### src/rtl/cpu_isa_pkg.sv
// Purpose: shared ISA definitions for the ball-balancer CPU (opcodes, ext codes, ALU ops).
// Contents: INSTR_W, opcode/ext constants, alu_op_e, decode_ctrl_t bundle, code->ALU helpers.
// Used by the decoder, the decode stage register and its interface.
package cpu_isa_pkg;

  localparam int INSTR_W = 16;

  // Major opcodes that are not immediate ALU ops
  localparam logic [3:0] OP_RR  = 4'b0000;
  localparam logic [3:0] OP_MEM = 4'b0100;
  localparam logic [3:0] OP_LUI = 4'b1111;

  // ALU codes: used as ext field for RR ops and as the opcode for immediate ops
  localparam logic [3:0] CODE_ADD = 4'b0101;
  localparam logic [3:0] CODE_SUB = 4'b1001;
  localparam logic [3:0] CODE_CMP = 4'b1011;
  localparam logic [3:0] CODE_AND = 4'b0001;
  localparam logic [3:0] CODE_OR  = 4'b0010;
  localparam logic [3:0] CODE_XOR = 4'b0011;
  localparam logic [3:0] CODE_MOV = 4'b1101;

  // Memory ext codes under OP_MEM
  localparam logic [3:0] EXT_LOAD = 4'b0000;
  localparam logic [3:0] EXT_STOR = 4'b0100;

  typedef enum logic [3:0] {
    ALU_NOP  = 4'd0,
    ALU_ADD  = 4'd1,
    ALU_SUB  = 4'd2,
    ALU_CMP  = 4'd3,
    ALU_AND  = 4'd4,
    ALU_OR   = 4'd5,
    ALU_XOR  = 4'd6,
    ALU_MOV  = 4'd7,
    ALU_LOAD = 4'd8,
    ALU_STOR = 4'd9
  } alu_op_e;

  // Decoded control bundle; the immediate travels separately because its width is a parameter
  typedef struct packed {
    logic    imm_ctrl;
    logic [3:0] rdest;
    logic [3:0] rsrc;
    alu_op_e alu_op;
    logic    reg_we;
    logic    illegal;
  } decode_ctrl_t;

  localparam decode_ctrl_t DECODE_CTRL_RESET = '{
    imm_ctrl: 1'b0, rdest: 4'd0, rsrc: 4'd0, alu_op: ALU_NOP, reg_we: 1'b0, illegal: 1'b0
  };

  // Maps a shared ALU code to its operation; ALU_NOP marks an unused code
  function automatic alu_op_e code_to_alu(input logic [3:0] code);
    case (code)
      CODE_ADD: code_to_alu = ALU_ADD;
      CODE_SUB: code_to_alu = ALU_SUB;
      CODE_CMP: code_to_alu = ALU_CMP;
      CODE_AND: code_to_alu = ALU_AND;
      CODE_OR:  code_to_alu = ALU_OR;
      CODE_XOR: code_to_alu = ALU_XOR;
      CODE_MOV: code_to_alu = ALU_MOV;
      default:  code_to_alu = ALU_NOP;
    endcase
  endfunction

  // Arithmetic immediates are signed; logical and move immediates are unsigned
  function automatic logic imm_is_signed(input alu_op_e op);
    imm_is_signed = (op == ALU_ADD) || (op == ALU_SUB) || (op == ALU_CMP);
  endfunction

endpackage

### src/rtl/instr_decode_stage_if.sv
// Purpose: fetch-side and execute-side handshake/bundle signals of the decode stage.
// Ports: slave = decode stage view (consumes instr, produces bundle);
//        master = environment view (fetch drives instr/flush, execute drives out_ready).
interface instr_decode_stage_if
  import cpu_isa_pkg::*;
#(
  parameter int DATA_W = 16,
  parameter int CNT_W  = 8
) ();

  logic               in_valid;
  logic               in_ready;
  logic [INSTR_W-1:0] instr;
  logic               flush;
  logic               out_valid;
  logic               out_ready;
  logic               imm_ctrl;
  logic [DATA_W-1:0]  immediate;
  logic [3:0]         rdest;
  logic [3:0]         rsrc;
  alu_op_e            alu_op;
  logic               reg_we;
  logic               illegal;
  logic [CNT_W-1:0]   illegal_cnt;

  modport slave (
    input  in_valid, instr, flush, out_ready,
    output in_ready, out_valid, imm_ctrl, immediate, rdest, rsrc, alu_op, reg_we,
           illegal, illegal_cnt
  );

  modport master (
    output in_valid, instr, flush, out_ready,
    input  in_ready, out_valid, imm_ctrl, immediate, rdest, rsrc, alu_op, reg_we,
           illegal, illegal_cnt
  );

endinterface

### src/rtl/instr_decode_stage_decoder.sv
// Purpose: combinational 16-bit instruction decoder (instr -> control bundle + immediate).
// Latency: 0 cycles, purely combinational; no handshake of its own.
// Ports: instr in; ctrl (decode_ctrl_t) and immediate (DATA_W) out.
module instr_decoder
  import cpu_isa_pkg::*;
#(
  parameter int DATA_W = 16
) (
  input  logic [INSTR_W-1:0] instr,
  output decode_ctrl_t       ctrl,
  output logic [DATA_W-1:0]  immediate
);

  logic [3:0]        op;
  logic [3:0]        ext;
  logic [7:0]        imm8;
  logic signed [7:0] imm8_s;
  alu_op_e           rr_alu;
  alu_op_e           imm_alu;

  assign op      = instr[15:12];
  assign ext     = instr[7:4];
  assign imm8    = instr[7:0];
  assign imm8_s  = instr[7:0];
  assign rr_alu  = code_to_alu(ext);
  assign imm_alu = code_to_alu(op);

  always_comb begin
    ctrl          = DECODE_CTRL_RESET;
    ctrl.rdest    = instr[11:8];
    ctrl.rsrc     = instr[3:0];
    immediate     = '0;

    case (op)
      OP_RR: begin
        if (rr_alu == ALU_NOP) begin
          ctrl.illegal = 1'b1;
        end else begin
          ctrl.alu_op = rr_alu;
          ctrl.reg_we = (rr_alu != ALU_CMP);
        end
      end
      OP_MEM: begin
        if (ext == EXT_LOAD) begin
          ctrl.alu_op = ALU_LOAD;
          ctrl.reg_we = 1'b1;
        end else if (ext == EXT_STOR) begin
          ctrl.alu_op = ALU_STOR;
        end else begin
          ctrl.illegal = 1'b1;
        end
      end
      OP_LUI: begin
        ctrl.imm_ctrl = 1'b1;
        ctrl.alu_op   = ALU_MOV;
        ctrl.reg_we   = 1'b1;
        immediate     = DATA_W'({imm8, 8'h00});
      end
      default: begin
        // Remaining opcodes reuse the RR ext encoding as immediate ALU ops
        if (imm_alu == ALU_NOP) begin
          ctrl.illegal = 1'b1;
        end else begin
          ctrl.imm_ctrl = 1'b1;
          ctrl.alu_op   = imm_alu;
          ctrl.reg_we   = (imm_alu != ALU_CMP);
          immediate     = imm_is_signed(imm_alu) ? DATA_W'(imm8_s) : DATA_W'(imm8);
        end
      end
    endcase
  end

endmodule

### src/rtl/instr_decode_stage.sv
// Purpose: registered decode stage between fetch and execute; holds one decoded bundle.
// Latency: 1 cycle from accept to out_valid; illegal_cnt updates with the same edge.
// Backpressure: in_ready = !out_valid | out_ready; flush drops held and incoming instr.
// Ports: clk, reset (sync, active-high), bus (instr_decode_stage_if.slave).
module instr_decode_stage
  import cpu_isa_pkg::*;
#(
  parameter int DATA_W = 16,
  parameter int CNT_W  = 8
) (
  input  logic                  clk,
  input  logic                  reset,
  instr_decode_stage_if.slave   bus
);

  decode_ctrl_t      dec_ctrl;
  logic [DATA_W-1:0] dec_imm;
  decode_ctrl_t      ctrl_q;
  logic [DATA_W-1:0] imm_q;
  logic              valid_q;
  logic [CNT_W-1:0]  cnt_q;
  logic              accept;

  instr_decoder #(.DATA_W(DATA_W)) u_decoder (
    .instr     (bus.instr),
    .ctrl      (dec_ctrl),
    .immediate (dec_imm)
  );

  assign bus.in_ready = !valid_q || bus.out_ready;
  // A flushed cycle never loads, so the incoming instr is neither decoded nor counted
  assign accept = bus.in_valid && bus.in_ready && !bus.flush;

  always_ff @(posedge clk) begin
    if (reset) begin
      valid_q <= 1'b0;
      ctrl_q  <= DECODE_CTRL_RESET;
      imm_q   <= '0;
      cnt_q   <= '0;
    end else if (bus.flush) begin
      valid_q <= 1'b0;
    end else if (accept) begin
      valid_q <= 1'b1;
      ctrl_q  <= dec_ctrl;
      imm_q   <= dec_imm;
      if (dec_ctrl.illegal && (cnt_q != {CNT_W{1'b1}})) begin
        cnt_q <= cnt_q + CNT_W'(1);
      end
    end else if (bus.out_ready) begin
      // Consumed with nothing new: only valid drops, payload keeps its last value
      valid_q <= 1'b0;
    end
  end

  assign bus.out_valid   = valid_q;
  assign bus.imm_ctrl    = ctrl_q.imm_ctrl;
  assign bus.immediate   = imm_q;
  assign bus.rdest       = ctrl_q.rdest;
  assign bus.rsrc        = ctrl_q.rsrc;
  assign bus.alu_op      = ctrl_q.alu_op;
  assign bus.reg_we      = ctrl_q.reg_we;
  assign bus.illegal     = ctrl_q.illegal;
  assign bus.illegal_cnt = cnt_q;

endmodule

### src/flat_wrapper.sv
// flat-port wrapper written by rule: the top's interface ports become plain ports
module instr_decode_stage_flat import cpu_isa_pkg::*;
#(
  parameter int DATA_W = 16,
  parameter int CNT_W  = 8
)
  (clk, reset, bus_in_valid, bus_instr, bus_flush, bus_out_ready, bus_in_ready, bus_out_valid, bus_imm_ctrl, bus_immediate, bus_rdest, bus_rsrc, bus_alu_op, bus_reg_we, bus_illegal, bus_illegal_cnt);
  instr_decode_stage_if #(.DATA_W(DATA_W), .CNT_W(CNT_W)) bus_i ();
  input  logic clk;
  input  logic reset;
  input wire logic [$bits(bus_i.in_valid)-1:0] bus_in_valid;
  input wire logic [$bits(bus_i.instr)-1:0] bus_instr;
  input wire logic [$bits(bus_i.flush)-1:0] bus_flush;
  input wire logic [$bits(bus_i.out_ready)-1:0] bus_out_ready;
  output wire logic [$bits(bus_i.in_ready)-1:0] bus_in_ready;
  output wire logic [$bits(bus_i.out_valid)-1:0] bus_out_valid;
  output wire logic [$bits(bus_i.imm_ctrl)-1:0] bus_imm_ctrl;
  output wire logic [$bits(bus_i.immediate)-1:0] bus_immediate;
  output wire logic [$bits(bus_i.rdest)-1:0] bus_rdest;
  output wire logic [$bits(bus_i.rsrc)-1:0] bus_rsrc;
  output wire logic [$bits(bus_i.alu_op)-1:0] bus_alu_op;
  output wire logic [$bits(bus_i.reg_we)-1:0] bus_reg_we;
  output wire logic [$bits(bus_i.illegal)-1:0] bus_illegal;
  output wire logic [$bits(bus_i.illegal_cnt)-1:0] bus_illegal_cnt;
  assign bus_i.in_valid = bus_in_valid;
  assign bus_i.instr = bus_instr;
  assign bus_i.flush = bus_flush;
  assign bus_i.out_ready = bus_out_ready;
  assign bus_in_ready = bus_i.in_ready;
  assign bus_out_valid = bus_i.out_valid;
  assign bus_imm_ctrl = bus_i.imm_ctrl;
  assign bus_immediate = bus_i.immediate;
  assign bus_rdest = bus_i.rdest;
  assign bus_rsrc = bus_i.rsrc;
  assign bus_alu_op = bus_i.alu_op;
  assign bus_reg_we = bus_i.reg_we;
  assign bus_illegal = bus_i.illegal;
  assign bus_illegal_cnt = bus_i.illegal_cnt;
  instr_decode_stage #(.DATA_W(DATA_W), .CNT_W(CNT_W)) u_core (.clk(clk), .reset(reset), .bus(bus_i));
endmodule
### config.mk
export PLATFORM = sky130hd
export DESIGN_NAME = instr_decode_stage_flat
export DESIGN_NICKNAME = d
export VERILOG_FILES = /design/src/rtl/cpu_isa_pkg.sv /design/src/rtl/instr_decode_stage_if.sv /design/src/rtl/instr_decode_stage_decoder.sv /design/src/rtl/instr_decode_stage.sv /design/src/flat_wrapper.sv
export SDC_FILE = /design/constraint.sdc
export NUM_CORES = 1
export LEC_CHECK = 0
export BUFFER_PORTS_ARGS = -buffer_cell sky130_fd_sc_hd__buf_2
export CAP_MARGIN = 10
export CORE_MARGIN = 10
export CORE_UTILIZATION = 56
export CTS_BUF_LIST = sky130_fd_sc_hd__clkbuf_8
export DETAILED_ROUTE_END_ITERATION = 16
export HOLD_SLACK_MARGIN = 0.12
export PLACE_DENSITY = 0.92
export SLEW_MARGIN = 20
export SYNTH_ARGS = -nofsm -noshare
export SYNTH_HDL_FRONTEND = slang
export SYNTH_SLANG_ARGS = --single-unit
### constraint.sdc
create_clock -name clk -period 3.4 [get_ports clk]
set_input_delay 0.51 -clock clk [delete_from_list [all_inputs] [get_ports clk]]
set_output_delay 0.51 -clock clk [all_outputs]
set_load 0.03 [all_outputs]
==> flow_summary.rst, run 1 <==
.. list-table::
   :header-rows: 1

   * - Metric
     - Value
   * - Hold Violations, Final
     - 0
   * - Kind of path behind the tightest hold check
     - in -> reg
   * - Wire length on met3
     - 436 um
   * - Placeable Area
     - 3311 um2
   * - Clock-pin slew of the registers on the worst-case setup and hold paths
     - 0.07 ns
   * - Post_cts resized
     - 0
   * - Top layer reached by signal wires
     - met4
   * - Sink Count
     - 40
   * - Initial DRC count
     - 107
   * - Boundary Pins
     - 62
   * - Final worst clock skew
     - 0.003712 ns
   * - Time the worst path needs with I/O delays and setup
     - 2.050 ns
   * - Peak fanout along the critical path
     - 20
   * - Top cells by area, synth
     - dfxtp_1 (42%), a21oi_1 (8.4%), nand2_1 (8.1%)
   * - Register share of total power
     - 0.518
   * - Nature of the critical path startpoint
     - flip-flop
   * - Count of hold buffers inserted by post-cts repair
     - 0
   * - Setup TNS Final
     - 0 ns
   * - Result of the run
     - finished clean
   * - Final clock period utilization by the worst path
     - 0.6029
   * - Buffer depth of the longest clock path
     - 2
   * - Worst slew slack as a fraction of its limit
     - 0.5160
   * - Largest net degree at the start of global routing
     - 33
   * - Cell count after placement
     - 324
   * - Final-report max-slew violation count
     - 0
   * - Count of cell types in the netlist
     - 47
   * - Root Driver
     - clkbuf_8
   * - DR vias
     - 1,861
   * - Core Rows
     - 21
   * - Post-synth EDFFs
     - 0
   * - Die H
     - 78.37 um
   * - Die Wd
     - 78.37 um
   * - Synth-to-Final Area Change
     - 19.15%
   * - Number of flip-flops and latches in the synthesized netlist
     - 40
   * - Data required time at the worst endpoint
     - 3.63 ns
   * - Initial antenna violation count
     - 0
   * - Origin of the worst setup path
     - u_core.bus.out_valid$_SDFFE_PP0P_
   * - Vias per cell
     - 5.622
   * - Total power divided by cell area
     - 419.4 nW/um2
   * - Inserted Diodes
     - 0
   * - Worst EP arrival
     - 2.28 ns
   * - Global Route Usage Sum
     - 0.1535
   * - Initial cell density of the core
     - 0.5763
   * - Number of buffers inserted during clock tree synthesis
     - 5
   * - Remaining Overflow, GRT
     - 0
   * - Worst IR drop on VDD
     - 0.0002197 V
   * - Post-CTS Setup Repair Bufs
     - 0
   * - H-tree levels
     - 2
   * - Global-route wire length before repair
     - 7.893 mm
   * - Total Nets Final
     - 307
   * - Largest area contributor in the synthesized netlist
     - dfxtp_1
   * - Routed length on met2
     - 2.315 mm
   * - Switching share of power
     - 0.2932
   * - Main synth FF type
     - dfxtp_1
   * - Crit. End Element
     - flip-flop
   * - Most instantiated cells after synthesis
     - nand2_1 (41), dfxtp_1 (40), a21oi_1 (32), nor2_1 (16), a22oi_1 (9)
   * - Share of total power in the clock network
     - 0.313
   * - Fraction of synthesized cell area taken by the top area cell type
     - 0.4197
   * - Worst path slowest cell
     - nor3_2
   * - Routed length per placed instance
     - 14.49 um
   * - Detailed placement HPWL
     - 3.578 mm
   * - Gate Count Post-Synth
     - 231
   * - Async set-or-reset flop fraction in the synthesized netlist
     - 0
   * - Pint
     - 673.9 uW
   * - Comb power frac
     - 0.169
   * - Detailed-route DRC error count
     - 0
   * - Max Clock Freq
     - 0.4878 GHz
   * - Number of cells on the worst reg-to-reg path
     - 6
   * - Detailed-router iteration count before antenna repair
     - 5
   * - Total Die Area
     - 6142 um2
   * - Depth of the worst hold-timing path
     - 2
   * - Post-synthesis sequential area ratio
     - 0.4197
   * - Max-cap violations
     - 0
   * - RSZ-0062 raised after global routing
     - false
   * - Peak per-stage delay on the critical path
     - 0.64 ns
   * - I/O Buffers
     - 61
   * - Worst min-delay path startpoint
     - bus_flush
   * - # fillers
     - 284
   * - Final core utilization
     - 0.6867
   * - Clock latency reported for the late side of the worst-skew pair
     - 0.30 ns
   * - Via count of the first global-routing pass
     - 1,742
   * - Cell area after synthesis
     - 1908 um2
   * - Slew at the pin closest to its max-slew limit
     - 0.7239 ns
   * - Total detailed-routing wirelength
     - 4.797 mm
   * - Final cell count without fillers
     - 331
   * - Post-route met1 wirelength
     - 1.937 mm
   * - Launch instance of the worst register-to-register path
     - u_core.bus.out_valid$_SDFFE_PP0P_
   * - Mean area per synthesized cell
     - 8.260 um2
   * - Most numerous cell in the Yosys netlist
     - nand2_1
   * - Net switching power of the design
     - 279.6 uW
   * - LEAKAGE
     - 0.0009730 uW
   * - Total power consumption of the routed design
     - 953.4 uW
   * - Clock tree from TritonCTS
     - yes
   * - Remaining antenna violation count
     - 0
   * - Final setup fails
     - 0
   * - Fraction of final layout cells sized beyond drive strength 1
     - 0.2877
   * - Number of nets produced by synthesis
     - 253
   * - Crit path cell chain
     - nor2b_1, inv_1, nand3b_1, nor3_2, a22oi_1, a21oi_1
   * - Syn. warnings
     - 0
   * - Critical Setup Path Class
     - reg -> reg
   * - Final GP Congestion
     - 0.9396
final cells by class:
class	instances	area, um2	area share
clock inverters	2	12.51	0.005504
repair buffers	63	320.3	0.1409
clock buffers	5	68.82	0.03027
multi-input cells	170	992.2	0.4364
inverters	5	21.27	0.009356
flip-flops and latches	40	800.8	0.3522
well taps	46	57.56	0.02532
path summary, 6_finish.rpt:
path,slack [ns],endpoint
worst max-delay path,1.35,u_core.bus.immediate[13]$_SDFFE_PP0P_
worst min-delay path,0.41,u_core.bus.out_valid$_SDFFE_PP0P_
worst max register to register,1.35,u_core.bus.immediate[13]$_SDFFE_PP0P_
worst min register to register,0.45,u_core.bus.immediate[7]$_SDFFE_PP0P_
cell families (layout without fill, tap and decap cells):
family                     count (synthesis)  in the layout  share of synthesized area
DFF                                       40             40                     0.4197
AOI/OAI and AO/OA                         70             70                     0.2374
adders and majority gates                  1              1                   0.006556
and+or+nand+nor                           94             94                     0.2452
muxes                                      5              5                    0.02820
buffers and inverters                     21             75                    0.06295
power groups by stage:
stage               logic [uW]  registers [uW]  clock network, uW
floorplan                 83.7             537                  0
global placement           157             504                  0
detailed placement         161             504                  0
CTS                        162             493                304
global route               178             495                317
finish                     161             493                299
worst max-delay path, delay by kind of cell (launching register included):
kind / cells / cell delay [ns]
AND/OR/NAND/NOR: 3 / 1.28
buffers and inverters: 1 / 0.07
AO/OA/AOI/OAI: 2 / 0.31
flip-flops: 1 / 0.31
flip-flops by register name, indices dropped and copies added (netlist names):
name                    cells
u_core.bus.immediate       16
u_core.bus.illegal_cnt      8
u_core.bus.alu_op           4
u_core.bus.rdest            4
u_core.bus.rsrc             4
u_core.bus.illegal          1
u_core.bus.imm_ctrl         1
u_core.bus.out_valid        1
u_core.bus.reg_we           1
per-layer routing:
layer  global-route usage  vias to the layer above
li1                     -                      928
met1               0.1760                      843
met2               0.2410                       80
met3              0.06378                       10
met4              0.07706                        0
met5                    0                        -
through the flow:
stage | area (um2) | worst slack, ns | hold WS (ns)
floorplan | 1908 | 1.609 | 0.5842
global placement | 2192 | 1.220 | 0.4382
detailed placement | 2192 | 1.140 | 0.4462
CTS | 2273 | 1.324 | 0.4089
global route | 2273 | 1.084 | 0.4229
finish | 2273 | 1.350 | 0.4104
cells in the final DEF, fill, tap and decap left out, types with 2 or more instances in the layout:
cell      synthesis  final
o31ai_1           2      2
clkbuf_8          0      5
nor4_1            2      2
buf_4             3      2
a21boi_0          2      2
o21ai_1           2      2
buf_2             4     61
dfxtp_1          40     40
inv_1             3      3
nor2_1           16     16
mux2i_1           2      2
and2_1            2      2
o21ai_0           8      8
nand3_1           2      2
nand3b_1          2      2
nand4_1           4      4
or3_1             4      4
nor3_2            2      2
nor2b_1           8      8
a211oi_1          5      5
a22oi_1           9      9
mux2_1            3      3
a21oi_1          32     32
nand2_1          41     41
nor3_1            3      3
No activity file was read; power rests on OpenSTA's default activity.
==> run 2: changes to the inputs <==
--- a/config.mk
+++ b/config.mk
@@ -5,14 +5,15 @@
 export SDC_FILE = /design/constraint.sdc
 export NUM_CORES = 1
 export LEC_CHECK = 0
+export ABC_AREA = 1
 export BUFFER_PORTS_ARGS = -buffer_cell sky130_fd_sc_hd__buf_2
 export CAP_MARGIN = 10
 export CORE_MARGIN = 10
-export CORE_UTILIZATION = 56
+export CORE_UTILIZATION = 47
 export CTS_BUF_LIST = sky130_fd_sc_hd__clkbuf_8
 export DETAILED_ROUTE_END_ITERATION = 16
 export HOLD_SLACK_MARGIN = 0.12
-export PLACE_DENSITY = 0.92
+export PLACE_DENSITY = 0.83
 export SLEW_MARGIN = 20
 export SYNTH_ARGS = -nofsm -noshare
 export SYNTH_HDL_FRONTEND = slang
==> constraint.sdc (replaced) <==
create_clock -name clk -period 1.7 [get_ports clk]
set_input_delay 0.255 -clock clk [delete_from_list [all_inputs] [get_ports clk]]
set_output_delay 0.255 -clock clk [all_outputs]
set_load 0.03 [all_outputs]
==> run 2 against run 1 <==
Net effect:
- area after synthesis decreased by 1.6%
- critical path type unchanged
- first-iteration DRC count stayed put
- sequential share of layout area decreased by 1.5 points
- clock power grew to 2.6 times the previous value
==> flow_summary.rst, run 2 <==
.. list-table::
   :header-rows: 1

   * - Metric
     - Value
   * - Setup TNS Final
     - 0 ns
   * - Gate Count Post-Synth
     - 261
   * - Fraction of final layout cells sized beyond drive strength 1
     - 0.2683
   * - Async set-or-reset flop fraction in the synthesized netlist
     - 0
   * - Total detailed-routing wirelength
     - 5.354 mm
   * - Number of nets produced by synthesis
     - 283
   * - Worst IR drop on VDD
     - 0.0007089 V
   * - Slack of the critical path
     - 0.09097 ns
   * - Buffer depth of the longest clock path
     - 2
   * - Time the worst path needs with I/O delays and setup
     - 1.609 ns
   * - XOR/XNOR share of the synthesized area
     - 0.02800
   * - Largest net degree at the start of global routing
     - 23
   * - H-tree levels
     - 2
   * - Syn. warnings
     - 0
   * - Post-synthesis share of cell area spent on and, or, nand and nor gates
     - 0.3073
   * - Count of hold buffers inserted by post-cts repair
     - 0
   * - Nature of the critical path startpoint
     - flip-flop
   * - Final GP Congestion
     - 0.8834
   * - Adder and majority gate portion of the synthesized area
     - 0.006667
   * - Most instantiated cells after synthesis
     - nand2_1 (64), dfxtp_1 (40), nor2_1 (27), inv_1 (24), a21oi_1 (21)
   * - Remaining Overflow, GRT
     - 0
   * - Most numerous cell in the Yosys netlist
     - nand2_1
   * - Detailed placement HPWL
     - 4.067 mm
   * - Boundary Pins
     - 62
   * - Most common cell after layout, fill and taps aside
     - nand2_1
   * - Worst EP arrival
     - 1.78 ns
   * - Detailed-route DRC error count
     - 0
   * - Data required time at the worst endpoint
     - 1.87 ns
   * - Final cell count without fillers
     - 376
   * - Inserted Diodes
     - 0
   * - Peak fanout along the critical path
     - 6
   * - Max-cap violations
     - 0
   * - Global-route wire length before repair
     - 8.776 mm
   * - Core Rows
     - 22
   * - Total Nets Final
     - 349
   * - Mux share of post-synthesis cell area
     - 0
   * - Total power divided by cell area
     - 887.1 nW/um2
   * - Number of buffers inserted during clock tree synthesis
     - 5
   * - Result of the run
     - finished clean
   * - Launch instance of the worst register-to-register path
     - u_core.bus.illegal_cnt[1]$_SDFFE_PP0P_
   * - Crit. End Element
     - flip-flop
   * - Flip-flop count of the largest register, all copies and words added
     - 16
   * - Final worst clock skew
     - 0.007270 ns
   * - Main synth FF type
     - dfxtp_1
   * - Top cells by area, synth
     - dfxtp_1 (43%), nand2_1 (13%), a21oi_1 (5.6%)
   * - Largest area contributor in the synthesized netlist
     - dfxtp_1
   * - Total power consumption of the routed design
     - 2109 uW
   * - Routed length per placed instance
     - 14.24 um
   * - I/O Buffers
     - 61
   * - Synth-to-Final Area Change
     - 26.67%
   * - Via count of the first global-routing pass
     - 1,954
   * - Fraction of synthesized cell area taken by the top area cell type
     - 0.4267
   * - Sink Count
     - 40
   * - Worst slew slack as a fraction of its limit
     - 0.7575
   * - Clock tree from TritonCTS
     - yes
   * - Final clock period utilization by the worst path
     - 0.9465
   * - Hold Slack
     - 0.1815 ns
   * - Final-report max-slew violation count
     - 0
   * - Clock latency reported for the late side of the worst-skew pair
     - 0.29 ns
   * - Initial DRC count
     - 107
   * - Vias per cell
     - 5.274
   * - Post-synthesis sequential area ratio
     - 0.4267
   * - Cell count after placement
     - 366
   * - Total Die Area
     - 6921 um2
   * - Number of flip-flops and latches in the synthesized netlist
     - 40
   * - Mean area per synthesized cell
     - 7.191 um2
   * - Critical Setup Path Class
     - reg -> reg
   * - Commonest cells after routing, fill and taps aside
     - nand2_1 (64), buf_2 (61), dfxtp_1 (40)
   * - Hold Violations, Final
     - 0
   * - Initial cell density of the core
     - 0.4977
   * - Count of cell types in the netlist
     - 30
   * - Post-synth EDFFs
     - 0
   * - Die Wd
     - 83.19 um
   * - Cell area after synthesis
     - 1877 um2
   * - DR vias
     - 1,983
   * - Root Driver
     - clkbuf_8
   * - Die H
     - 83.19 um
   * - Fraction of the mapped netlist area in compound gates
     - 0.1547
   * - Global Route Usage Sum
     - 0.1451
   * - Worst setup slack before clock tree synthesis
     - 0.1281 ns
   * - Remaining antenna violation count
     - 0
   * - Slew at the pin closest to its max-slew limit
     - 0.3633 ns
   * - Clock-pin slew of the registers on the worst-case setup and hold paths
     - 0.09 ns
   * - Final setup fails
     - 0
   * - LEAKAGE
     - 0.001151 uW
   * - Placeable Area
     - 3771 um2
   * - Detailed-router iteration count before antenna repair
     - 4
   * - Max Clock Freq
     - 0.6215 GHz
   * - Kind of path behind the tightest hold check
     - in -> reg
   * - Combinational family with the most area after synthesis
     - simple AND/OR/NAND/NOR gates
   * - Initial antenna violation count
     - 0
   * - RSZ-0062 raised after global routing
     - false
   * - Worst min-delay path startpoint
     - bus_instr[11]
   * - Origin of the worst setup path
     - u_core.bus.illegal_cnt[1]$_SDFFE_PP0P_
## run 2: layer usage
| layer | track usage | wire length (um) |
|---|---|---|
| met1 | 0.1614 | 2225 |
| met2 | 0.2409 | 2505 |
| met3 | 0.07520 | 595 |
| met4 | 0.02923 | 27 |
| met5 | 0 | 0 |
## run 2: power by group
part,switching (uW),internal (uW)
Clock,346,442
Combinational,230,99.8
Sequential,18.5,973
Total,594,1520
## run 2: critical path, stage by stage (launching register included)
cell and delay [ns]:
dfxtp_1 0.39, ha_1 0.21, nand3_1 0.16, nor2_2 0.18, nand3_2 0.19, buf_4 0.19, nand4_1 0.10, a21oi_1 0.08
## run 2: logic make-up (layout without fill, tap and decap cells)
family | count (synthesis) | after routing
XOR/XNOR | 6 | 6
buffers and inverters | 37 | 104
AO/OA/AOI/OAI | 51 | 51
AND/OR/NAND/NOR | 126 | 126
adder cells (fa/ha/maj) | 1 | 1
flip-flops | 40 | 40
## run 2: final timing paths
| check | slack, ns | endpoint | cells past startpoint |
|---|---|---|---|
| setup / recovery | 0.09 | u_core.bus.illegal_cnt[5]$_SDFFE_PP0P_ | 7 |
| hold reg to reg | 0.46 | u_core.bus.rsrc[3]$_SDFFE_PP0P_ | 2 |
| setup reg to reg | 0.09 | u_core.bus.illegal_cnt[5]$_SDFFE_PP0P_ | 7 |
| hold / removal | 0.18 | u_core.bus.rdest[3]$_SDFFE_PP0P_ | 3 |
## run 2: final cells by class
type / instances / area, um2
Multi-Input combinational cell: 184 / 934.6
Sequential cell: 40 / 800.8
Timing Repair Buffer: 69 / 365.4
Clock inverter: 3 / 46.29
Clock buffer: 5 / 68.82
Fill cell: 347 / 1394
Tap cell: 48 / 60.06
Inverter: 27 / 101.3
## run 2: what timing repair did
action | 4_1_cts | 5_1_grt
gates resized for setup | 0 | 1
buffers inserted | 0 | 2
endpoints found under the hold margin | 0 | 0
endpoints found under the setup margin | 0 | 8
## run 2: metrics by stage
stage,utilization,instance area [um2]
3_5_place_dp,0.5952,2245
6_report,0.6304,2377
5_1_grt,0.6304,2377
3_3_place_gp,0.5952,2245
4_1_cts,0.6257,2360
2_1_floorplan,-,1877
==> run 3: changes to the inputs <==
--- a/config.mk
+++ b/config.mk
@@ -13,6 +13,7 @@
 export CTS_BUF_LIST = sky130_fd_sc_hd__clkbuf_8
 export DETAILED_ROUTE_END_ITERATION = 16
 export HOLD_SLACK_MARGIN = 0.12
+export MAX_ROUTING_LAYER = met4
 export PLACE_DENSITY = 0.83
 export SLEW_MARGIN = 20
 export SYNTH_ARGS = -nofsm -noshare
==> run 3 against run 2 <==
Net effect:
- highest routed layer unchanged
- largest power group unchanged
- sequential share of layout area increased by 0.52 points
- total power shrank 9.0%
- worst hold slack got worse by 0.0030 ns
- via count is 1.3% lower
- largest cell class unchanged
==> flow_summary.rst, run 3 (same netlist as run 2, synthesis figures left out) <==
.. list-table::
   :header-rows: 1

   * - Metric
     - Value
   * - Result of the run
     - finished clean
   * - Total Die Area
     - 6921 um2
   * - H-tree levels
     - 2
   * - Final core utilization
     - 0.6208
   * - Remaining Overflow, GRT
     - 0
   * - Peak per-stage delay on the critical path
     - 0.37 ns
   * - Net switching power of the design
     - 569.3 uW
   * - Final-report max-slew violation count
     - 0
   * - Hold Violations, Final
     - 0
   * - Pint
     - 1351 uW
   * - Remaining antenna violation count
     - 0
   * - Initial cell density of the core
     - 0.4977
   * - Crit. End Element
     - flip-flop
   * - Commonest cells after routing, fill and taps aside
     - nand2_1 (64), buf_2 (61), dfxtp_1 (40)
   * - Worst path slowest cell
     - dfxtp_1
   * - Die Wd
     - 83.19 um
   * - Setup TNS Final
     - 0 ns
   * - LEAKAGE
     - 0.001137 uW
   * - Detailed placement HPWL
     - 3.885 mm
   * - Final GP Congestion
     - 0.8963
   * - Kind of path behind the tightest hold check
     - in -> reg
   * - Most common cell after layout, fill and taps aside
     - nand2_1
   * - Count of hold buffers inserted by post-cts repair
     - 0
   * - Placeable Area
     - 3771 um2
   * - RSZ-0062 raised after global routing
     - false
   * - Initial DRC count
     - 124
   * - Flip-flop count of the largest register, all copies and words added
     - 16
   * - Max-cap violations
     - 0
   * - Inserted Diodes
     - 0
   * - Worst EP arrival
     - 1.75 ns
   * - Routed length per placed instance
     - 13.96 um
   * - Final clock period utilization by the worst path
     - 0.9191
   * - Share of total power in the clock network
     - 0.312
   * - Worst IR drop on VDD
     - 0.0005191 V
   * - Synth-to-Final Area Change
     - 24.73%
   * - Crit path cell chain
     - ha_1, nand3_1, nor2_1, nand3_2, buf_4, nand4_1, a21oi_1
   * - Final worst clock skew
     - 0.005482 ns
   * - Sink Count
     - 40
   * - Via count of the first global-routing pass
     - 1,835
   * - Buffer depth of the longest clock path
     - 2
   * - Critical Setup Path Class
     - reg -> reg
   * - Fraction of final layout cells sized beyond drive strength 1
     - 0.2630
   * - Time the worst path needs with I/O delays and setup
     - 1.563 ns
   * - Number of buffers inserted during clock tree synthesis
     - 5
   * - Die H
     - 83.19 um
   * - Core Rows
     - 22
   * - Total Nets Final
     - 349
   * - Register share of total power
     - 0.516
   * - Boundary Pins
     - 62
   * - Vias per cell
     - 5.219
   * - Root Driver
     - clkbuf_8
   * - Post_cts resized
     - 0
   * - Initial antenna violation count
     - 0
   * - Detailed-route DRC error count
     - 0
   * - Total power divided by cell area
     - 820.2 nW/um2
   * - I/O Buffers
     - 61
   * - DR vias
     - 1,957
   * - Clock tree from TritonCTS
     - yes
   * - Final setup fails
     - 0
   * - Switching share of power
     - 0.2965
   * - Worst slew slack as a fraction of its limit
     - 0.7287
   * - Global-route wire length before repair
     - 8.631 mm
   * - Largest net degree at the start of global routing
     - 23
   * - Global Route Usage Sum
     - 0.1494
   * - Clock latency reported for the late side of the worst-skew pair
     - 0.30 ns
   * - Data required time at the worst endpoint
     - 1.88 ns
   * - Detailed-router iteration count before antenna repair
     - 5
   * - Peak fanout along the critical path
     - 5
   * - Nature of the critical path startpoint
     - flip-flop
   * - Max Clock Freq
     - 0.6400 GHz
   * - Clock-pin slew of the registers on the worst-case setup and hold paths
     - 0.07 ns
   * - Slew at the pin closest to its max-slew limit
     - 0.4065 ns
   * - Total detailed-routing wirelength
     - 5.234 mm
   * - Comb power frac
     - 0.172
==> run 3: power by group through the flow <==
stage	Sequential [uW]	Combinational [uW]	Clock, uW
after global placement	1010	325	0
after floorplan	1090	142	0
after detailed placement	1010	329	0
after CTS	991	331	616
final	991	330	599
after global routing	996	363	657
==> run 3: final cells by class <==
| type | count | area (um2) |
|---|---|---|
| clock buffer | 5 | 68.82 |
| clock inverter | 2 | 12.51 |
| fill | 344 | 1430 |
| inverter | 27 | 101.3 |
| multi-input combinational | 184 | 932.1 |
| sequential | 40 | 800.8 |
| tap | 48 | 60.06 |
| timing repair buffer | 69 | 365.4 |
==> run 3: final timing paths <==
path	startpoint	to	slack, ns	cells past startpoint
worst max-delay path	u_core.bus.illegal_cnt[0]$_SDFFE_PP0P_	u_core.bus.illegal_cnt[7]$_SDFFE_PP0P_	0.14	7
worst min-delay path	bus_instr[11]	u_core.bus.rdest[3]$_SDFFE_PP0P_	0.18	3
worst max register to register	u_core.bus.illegal_cnt[0]$_SDFFE_PP0P_	u_core.bus.illegal_cnt[7]$_SDFFE_PP0P_	0.14	7
worst min register to register	u_core.bus.rsrc[1]$_SDFFE_PP0P_	u_core.bus.rsrc[1]$_SDFFE_PP0P_	0.46	2
==> run 3: through the flow <==
step                      hold slack, ns  setup slack (ns)  std cells  area [um2]  total power (uW)
after floorplan                   0.3278           0.04498        261        1877              1228
after global routing              0.1883           0.04083        375        2341              2015
after detailed placement          0.4549            0.1291        366        2245              1341
after CTS                         0.1752            0.1157        373        2326              1938
final                             0.1785            0.1374        375        2341              1920
after global placement            0.4478            0.1994        366        2245              1336
==> run 3: metal layers <==
metal	vias to the layer above	GRT usage	part of all wire
met3	9	0.06445	0.087
met5	-	-	0
met2	65	0.2193	0.44
li1	992	-	-
met4	0	0.04615	0.015
met1	891	0.1801	0.46
==> run 3: repair_timing <==
item                                    CTS  global route
endpoints found under the hold margin     0             0
buffers inserted                          0             2
endpoints found under the setup margin    0             8
==> run 3: critical path: cells and delay by family (launching register included) <==
family | cells | cell delay [ns]
flip-flops | 1 | 0.37
AO/OA/AOI/OAI | 1 | 0.07
adder cells (fa/ha/maj) | 1 | 0.21
buffers and inverters | 1 | 0.19
AND/OR/NAND/NOR | 4 | 0.60
